==> config.mk <==
export PLATFORM = sky130hd
export DESIGN_NAME = onehot_decoder_seq
export DESIGN_NICKNAME = d
export VERILOG_FILES = /design/src/rtl/onehot_dec_pkg.sv /design/src/rtl/onehot_dec_core.sv /design/src/rtl/onehot_decoder_seq.sv
export SDC_FILE = /design/constraint.sdc
export NUM_CORES = 1
export LEC_CHECK = 0
export ABC_AREA = 1
export BUFFER_PORTS_ARGS = -buffer_cell sky130_fd_sc_hd__buf_2
export CORE_ASPECT_RATIO = 1.1
export CORE_MARGIN = 1
export CORE_UTILIZATION = 40
export DETAILED_ROUTE_END_ITERATION = 8
export HOLD_SLACK_MARGIN = 0.12
export PLACE_DENSITY_LB_ADDON = 0.05
export SLEW_MARGIN = 25
export SYNTH_ARGS = -nofsm -noshare
export SYNTH_HDL_FRONTEND = slang
export SYNTH_SLANG_ARGS = --single-unit
==> constraint.sdc <==
create_clock -name clk -period 1.4 [get_ports clk]
set_clock_uncertainty 0.2 [all_clocks]
set_input_delay 0.14 -clock clk [delete_from_list [all_inputs] [get_ports clk]]
set_output_delay 0.14 -clock clk [all_outputs]
set_load 0.005 [all_outputs]
==> src/rtl/onehot_dec_pkg.sv <==
// Shared types for the registered one-hot decoder: FSM state encoding and command mode constants.
package onehot_dec_pkg;

  typedef enum logic [1:0] {
    IDLE  = 2'd0,
    HOLD  = 2'd1,
    SWEEP = 2'd2
  } state_e;

  localparam logic MODE_DIRECT = 1'b0;
  localparam logic MODE_SWEEP  = 1'b1;

endpackage

==> src/rtl/onehot_dec_core.sv <==
// Purely combinational index -> one-hot decode, 2**SEL_W outputs.
module onehot_dec_core #(
  parameter int SEL_W = 2
) (
  input  logic [SEL_W-1:0]      idx,
  output logic [(1<<SEL_W)-1:0] onehot
);

  always_comb begin
    onehot      = '0;
    onehot[idx] = 1'b1;
  end

endmodule

==> src/rtl/onehot_decoder_seq.sv <==
// Registered binary-to-one-hot decoder with valid/ready commands and a timed sweep mode.
// Build option: define DEC_ACTIVE_LOW_EN to drive the y port inverted (idle all-ones, selected bit 0).
module onehot_decoder_seq
  import onehot_dec_pkg::*;
#(
  parameter int SEL_W   = 2,
  parameter int DWELL_W = 4
) (
  input  logic                  clk,
  input  logic                  rst_n,
  input  logic                  en,
  input  logic                  clr,
  input  logic                  in_valid,
  output logic                  in_ready,
  input  logic [SEL_W-1:0]      sel,
  input  logic                  mode,
  input  logic [DWELL_W-1:0]    dwell,
  output logic [(1<<SEL_W)-1:0] y,
  output logic                  y_valid,
  output logic                  busy,
  output logic                  done,
  output state_e                state_dbg
);

  localparam int OUT_W = 1 << SEL_W;

  state_e             state_q, state_d;
  logic [OUT_W-1:0]   y_q, y_d;
  logic               y_valid_q, y_valid_d;
  logic               busy_q, busy_d;
  logic               done_q, done_d;
  logic [SEL_W-1:0]   idx_q, idx_d;
  logic [SEL_W-1:0]   pos_q, pos_d;
  logic [DWELL_W-1:0] dcnt_q, dcnt_d;
  logic [DWELL_W-1:0] dwell_q, dwell_d;

  logic               accept;
  logic [SEL_W-1:0]   idx_step;
  logic [SEL_W-1:0]   dec_idx;
  logic [OUT_W-1:0]   dec_y;

  // Handshake: a command transfers on a rising clk edge where in_valid && in_ready;
  // in_ready never depends on in_valid, and is low while frozen, clearing or sweeping.
  assign in_ready = en && !clr && (state_q != SWEEP);
  assign accept   = in_valid && in_ready;

  // idx wraps OUT_W-1 -> 0 naturally because it is exactly SEL_W bits wide.
  assign idx_step = idx_q + 1'b1;
  assign dec_idx  = accept ? sel : idx_step;

  onehot_dec_core #(.SEL_W(SEL_W)) u_core (
    .idx    (dec_idx),
    .onehot (dec_y)
  );

  always_comb begin
    state_d   = state_q;
    y_d       = y_q;
    y_valid_d = y_valid_q;
    busy_d    = busy_q;
    done_d    = done_q;
    idx_d     = idx_q;
    pos_d     = pos_q;
    dcnt_d    = dcnt_q;
    dwell_d   = dwell_q;
    if (en) begin
      done_d = 1'b0;
      if (clr) begin
        state_d   = IDLE;
        y_d       = '0;
        y_valid_d = 1'b0;
        busy_d    = 1'b0;
        idx_d     = '0;
        pos_d     = '0;
        dcnt_d    = '0;
      end else if (accept) begin
        y_d       = dec_y;
        y_valid_d = 1'b1;
        idx_d     = sel;
        pos_d     = '0;
        dcnt_d    = '0;
        if (mode == MODE_SWEEP) begin
          state_d = SWEEP;
          busy_d  = 1'b1;
          dwell_d = dwell;
        end else begin
          state_d = HOLD;
          busy_d  = 1'b0;
        end
      end else if (state_q == SWEEP) begin
        if (dcnt_q == dwell_q) begin
          dcnt_d = '0;
          // pos counts positions already completed; all-ones means the last one just ended.
          if (&pos_q) begin
            state_d   = IDLE;
            y_d       = '0;
            y_valid_d = 1'b0;
            busy_d    = 1'b0;
            done_d    = 1'b1;
          end else begin
            idx_d = idx_step;
            pos_d = pos_q + 1'b1;
            y_d   = dec_y;
          end
        end else begin
          dcnt_d = dcnt_q + 1'b1;
        end
      end
    end
  end

  always_ff @(posedge clk or negedge rst_n) begin
    if (!rst_n) begin
      state_q   <= IDLE;
      y_q       <= '0;
      y_valid_q <= 1'b0;
      busy_q    <= 1'b0;
      done_q    <= 1'b0;
      idx_q     <= '0;
      pos_q     <= '0;
      dcnt_q    <= '0;
      dwell_q   <= '0;
    end else begin
      state_q   <= state_d;
      y_q       <= y_d;
      y_valid_q <= y_valid_d;
      busy_q    <= busy_d;
      done_q    <= done_d;
      idx_q     <= idx_d;
      pos_q     <= pos_d;
      dcnt_q    <= dcnt_d;
      dwell_q   <= dwell_d;
    end
  end

`ifdef DEC_ACTIVE_LOW_EN
  assign y = ~y_q;
`else
  assign y = y_q;
`endif

  assign y_valid   = y_valid_q;
  assign busy      = busy_q;
  assign done      = done_q;
  assign state_dbg = state_q;

endmodule

==> results.toml <==
[power_and_ir_drop]
vdd_drop_max_uv = 776
leakage_nw = 0.968
pwr-share-comb_pct = 46.0
power.share.clock_pct = 15.9
p_seq_share_pct = 38.1
sw_frac_of_total_pct = 37.0
p_int_mw = 1.35
switching_power_mw = 0.794
power_density_nw_per_um2 = 1180

[drt]
wl_per_cell_um = 11.8
ant_nets = 0
routed_wl_um = 2850
drc_errors = 1
vias_per_cell = 4.67
firstDrtPassIters = 6
num_vias = 1131
drtIter0Drc = 21

[final_layout]
drive_above_1_share_pct = 47.8
postLayoutCoreUtil_pct = 66.2
finalInstanceArea_um2 = 1820
diodes = 0
fillers = 242
area_delta_synth_final_pct = 57.7
nNetsFinal = 224

[synth]
avgSynthCellArea_um2 = 7.86
synth_compound_area_share_pct = 7.26
synth-adder-area-share_pct = 2.17
synth.distinct_cells = 26
ys_ff_latch = 20
synth_top_family_by_area = "simple AND/OR/NAND/NOR gates"
synthMuxAreaShare_pct = 0
synth_edf_count = 0
netlist_area_um2 = 1150
synthXorXnorAreaFrac_pct = 0.758
syn_nets = 161
syn_inst = 147
seq_area_frac_synth_pct = 43.3
yosysWarnings = 0
yosys.area_share.simple_pct = 37.7
synth_ff_type = "dfrtp_1"
async_flop_share_pct = 100

[outcome]
status = "finished with violations"
violations = "design-rule violations, negative setup slack"

[die]
start_util_pct = 42.0
coreArea_um2 = 2750
ios = 22
die_h_um = 58.4
die_area_um2 = 3110
rows = 20
die_w_um = 53.2

[clock_network]
htree_levels = 1
ctsLongestPathBuffers = 2
cts_sinks = 20
root_buffer = "clkbuf_4"
path_clk_slew_ns = 0.12
insertion_delay_ns = 0.30
cts_tree = "yes"
cts_buffers = 3

[sta]
worst_slack_ns = -0.173
tightest_slew_ns = 0.465
fin_crit_ns = 1.57
finalSetupViolCount = 21
fin_setup_tns_ns = -2.27
clock.fmax_mhz = 636
fin_crit_sh_pct = 112
max-slew-margin-rel_pct = 69.0
rsz0062_at_grt = "true"
finalMaxSlewViolations = 0
hold_viol_final = 0

[place]
hpwl_um = 1920
port_buffers = 21
finalWeightedCongestion = 0.832
dpl_cell_area_um2 = 1470
pre_cts_slack_ns = -0.0916

[min_path]
hold_class = "in2reg"

[global_route]
grt_pass1_vias = 1121
antenna_found_initial = 0
grtUsageMet3_pct = 2.33
use_met1_pct = 28.8
overflow = 0
top_usage_layer = "met2"
grt_pass1_wl_um = 4880
track_usage_pct = 21.3
grt_max_degree = 21
use_met2_pct = 35.9

[worst_setup_path]
cp_cell_sequence = "nand2_4 -> buf_6 -> buf_4 -> nand4_1 -> nand2_1 -> nand2_2 -> nor2_1 -> nand2_2 -> nand2_1"
worst-path-max-fanout = 3
cp_data_arrival_time_ns = 1.61
crit_buf_inv = 2
crit_family = "simple AND/OR/NAND/NOR gates"
slowest_stage = "dfrtp_1"
startpoint_type = "flip-flop"
crit_required_ns = 1.44
critPathKind = "reg2reg"
critPathMaxStageDelay_ns = 0.43
cp-end-kind = "flip-flop"

[job]
drv_cap = 0
-- registers in the layout, indices dropped and copies added (netlist names) --
register,count
done,1
dwell_q,4
dcnt_q,4
y,4
pos_q,2
idx_q,2
y_valid,1
state_dbg,2
-- cells in the final DEF (no fill, tap or decap), types with 3 or more instances in the layout --
master	n
nand2_1	39
buf_4	24
dfrtp_1	20
buf_2	19
inv_1	11
nand2_2	11
dlygate4sd3_1	9
inv_2	7
nor2_1	7
nor2_2	6
nand4_1	6
buf_6	6
nand3_1	5
a21oi_1	4
nand2_4	3
nor2_4	3
nand3_4	3
nand3_2	3
clkbuf_4	3
-- per-layer routing --
layer	vias up	share of wire, %
met4	0	0.63
met5	-	0
met1	517	44
met2	17	53
li1	595	-
met3	2	2.7
-- worst paths after layout --
check | from | slack [ns] | endpoint | cells past startpoint
worst min register to register | y[3]$_DFFE_PN0P_ | 0.28 | y[3]$_DFFE_PN0P_ | 2
worst min-delay path | clr | 0.11 | y_valid$_DFFE_PN0P_ | 5
worst max register to register | state_dbg[1]$_DFFE_PN0P_ | -0.17 | y[0]$_DFFE_PN0P_ | 9
min in group asynchronous | rst_n | 0.12 | dwell_q[0]$_DFFE_PN0P_ | 2
worst max-delay path | state_dbg[1]$_DFFE_PN0P_ | -0.17 | y[0]$_DFFE_PN0P_ | 9
max in group asynchronous | rst_n | 0.55 | pos_q[0]$_DFFE_PN0P_ | 2
-- cell families (layout without fill, tap and decap cells) --
| kind of cell | count (synthesis) | in the layout |
|---|---|---|
| xor+xnor | 1 | 1 |
| compound gates | 11 | 11 |
| buf+inv | 22 | 84 |
| fa+ha+maj | 2 | 2 |
| simple gates | 91 | 91 |
| flops | 20 | 20 |
-- power groups by stage --
stage | Clock [mW] | Sequential [mW] | Combinational, mW
2_1_floorplan | 0 | 0.818 | 0.430
6_report | 0.341 | 0.817 | 0.989
4_1_cts | 0.359 | 0.811 | 0.852
5_1_grt | 0.370 | 0.833 | 1.11
3_5_place_dp | 0 | 0.824 | 0.750
3_3_place_gp | 0 | 0.818 | 0.739
-- synthesized netlist by cell type, types with 2 or more instances --
cell type,instances,share of area (%)
a21oi_1,4,1.7
a21oi_2,2,1.5
dfrtp_1,20,43
ha_1,2,2.2
inv_1,15,4.9
inv_2,3,0.98
nand2_1,51,17
nand2_4,4,3.9
nand3_1,8,3.5
nand3_2,2,1.7
nand4_1,6,3.3
nor2_1,15,4.9
o21ai_1,2,0.87
-- area by class of cell --
| cell class | count | area, um^2 | share of cell area, % |
|---|---|---|---|
| Clock buffer | 4 | 36.3 | 1.99 |
| Tap cell | 33 | 41.3 | 2.27 |
| Inverter | 20 | 87.6 | 4.81 |
| Multi-Input combinational cell | 105 | 691 | 37.9 |
| Sequential cell | 20 | 500 | 27.5 |
| Timing Repair Buffer | 60 | 465 | 25.5 |
-- stage by stage --
stage	instances	hold slack (ns)	total power, mW
floorplan	147	-0.356	1.25
global placement	222	-0.0759	1.56
detailed placement	222	-0.0682	1.57
CTS	241	0.107	2.02
global route	242	0.130	2.32
finish	242	0.111	2.15
-- worst min-delay path: stages --
cell     delay, ns
buf_2         0.14
nor2_4        0.06
nand3_4       0.08
buf_4         0.11
nand2_1       0.05
-- what timing repair did --
item                                    CTS  global route
buffers inserted                          5             1
pin swaps                                 5            16
hold buffers                             10             1
gates resized for setup                  11            35
hold endpoints to repair                 31             1
endpoints found under the setup margin   21            21
Power figures use the tool's default switching activity.
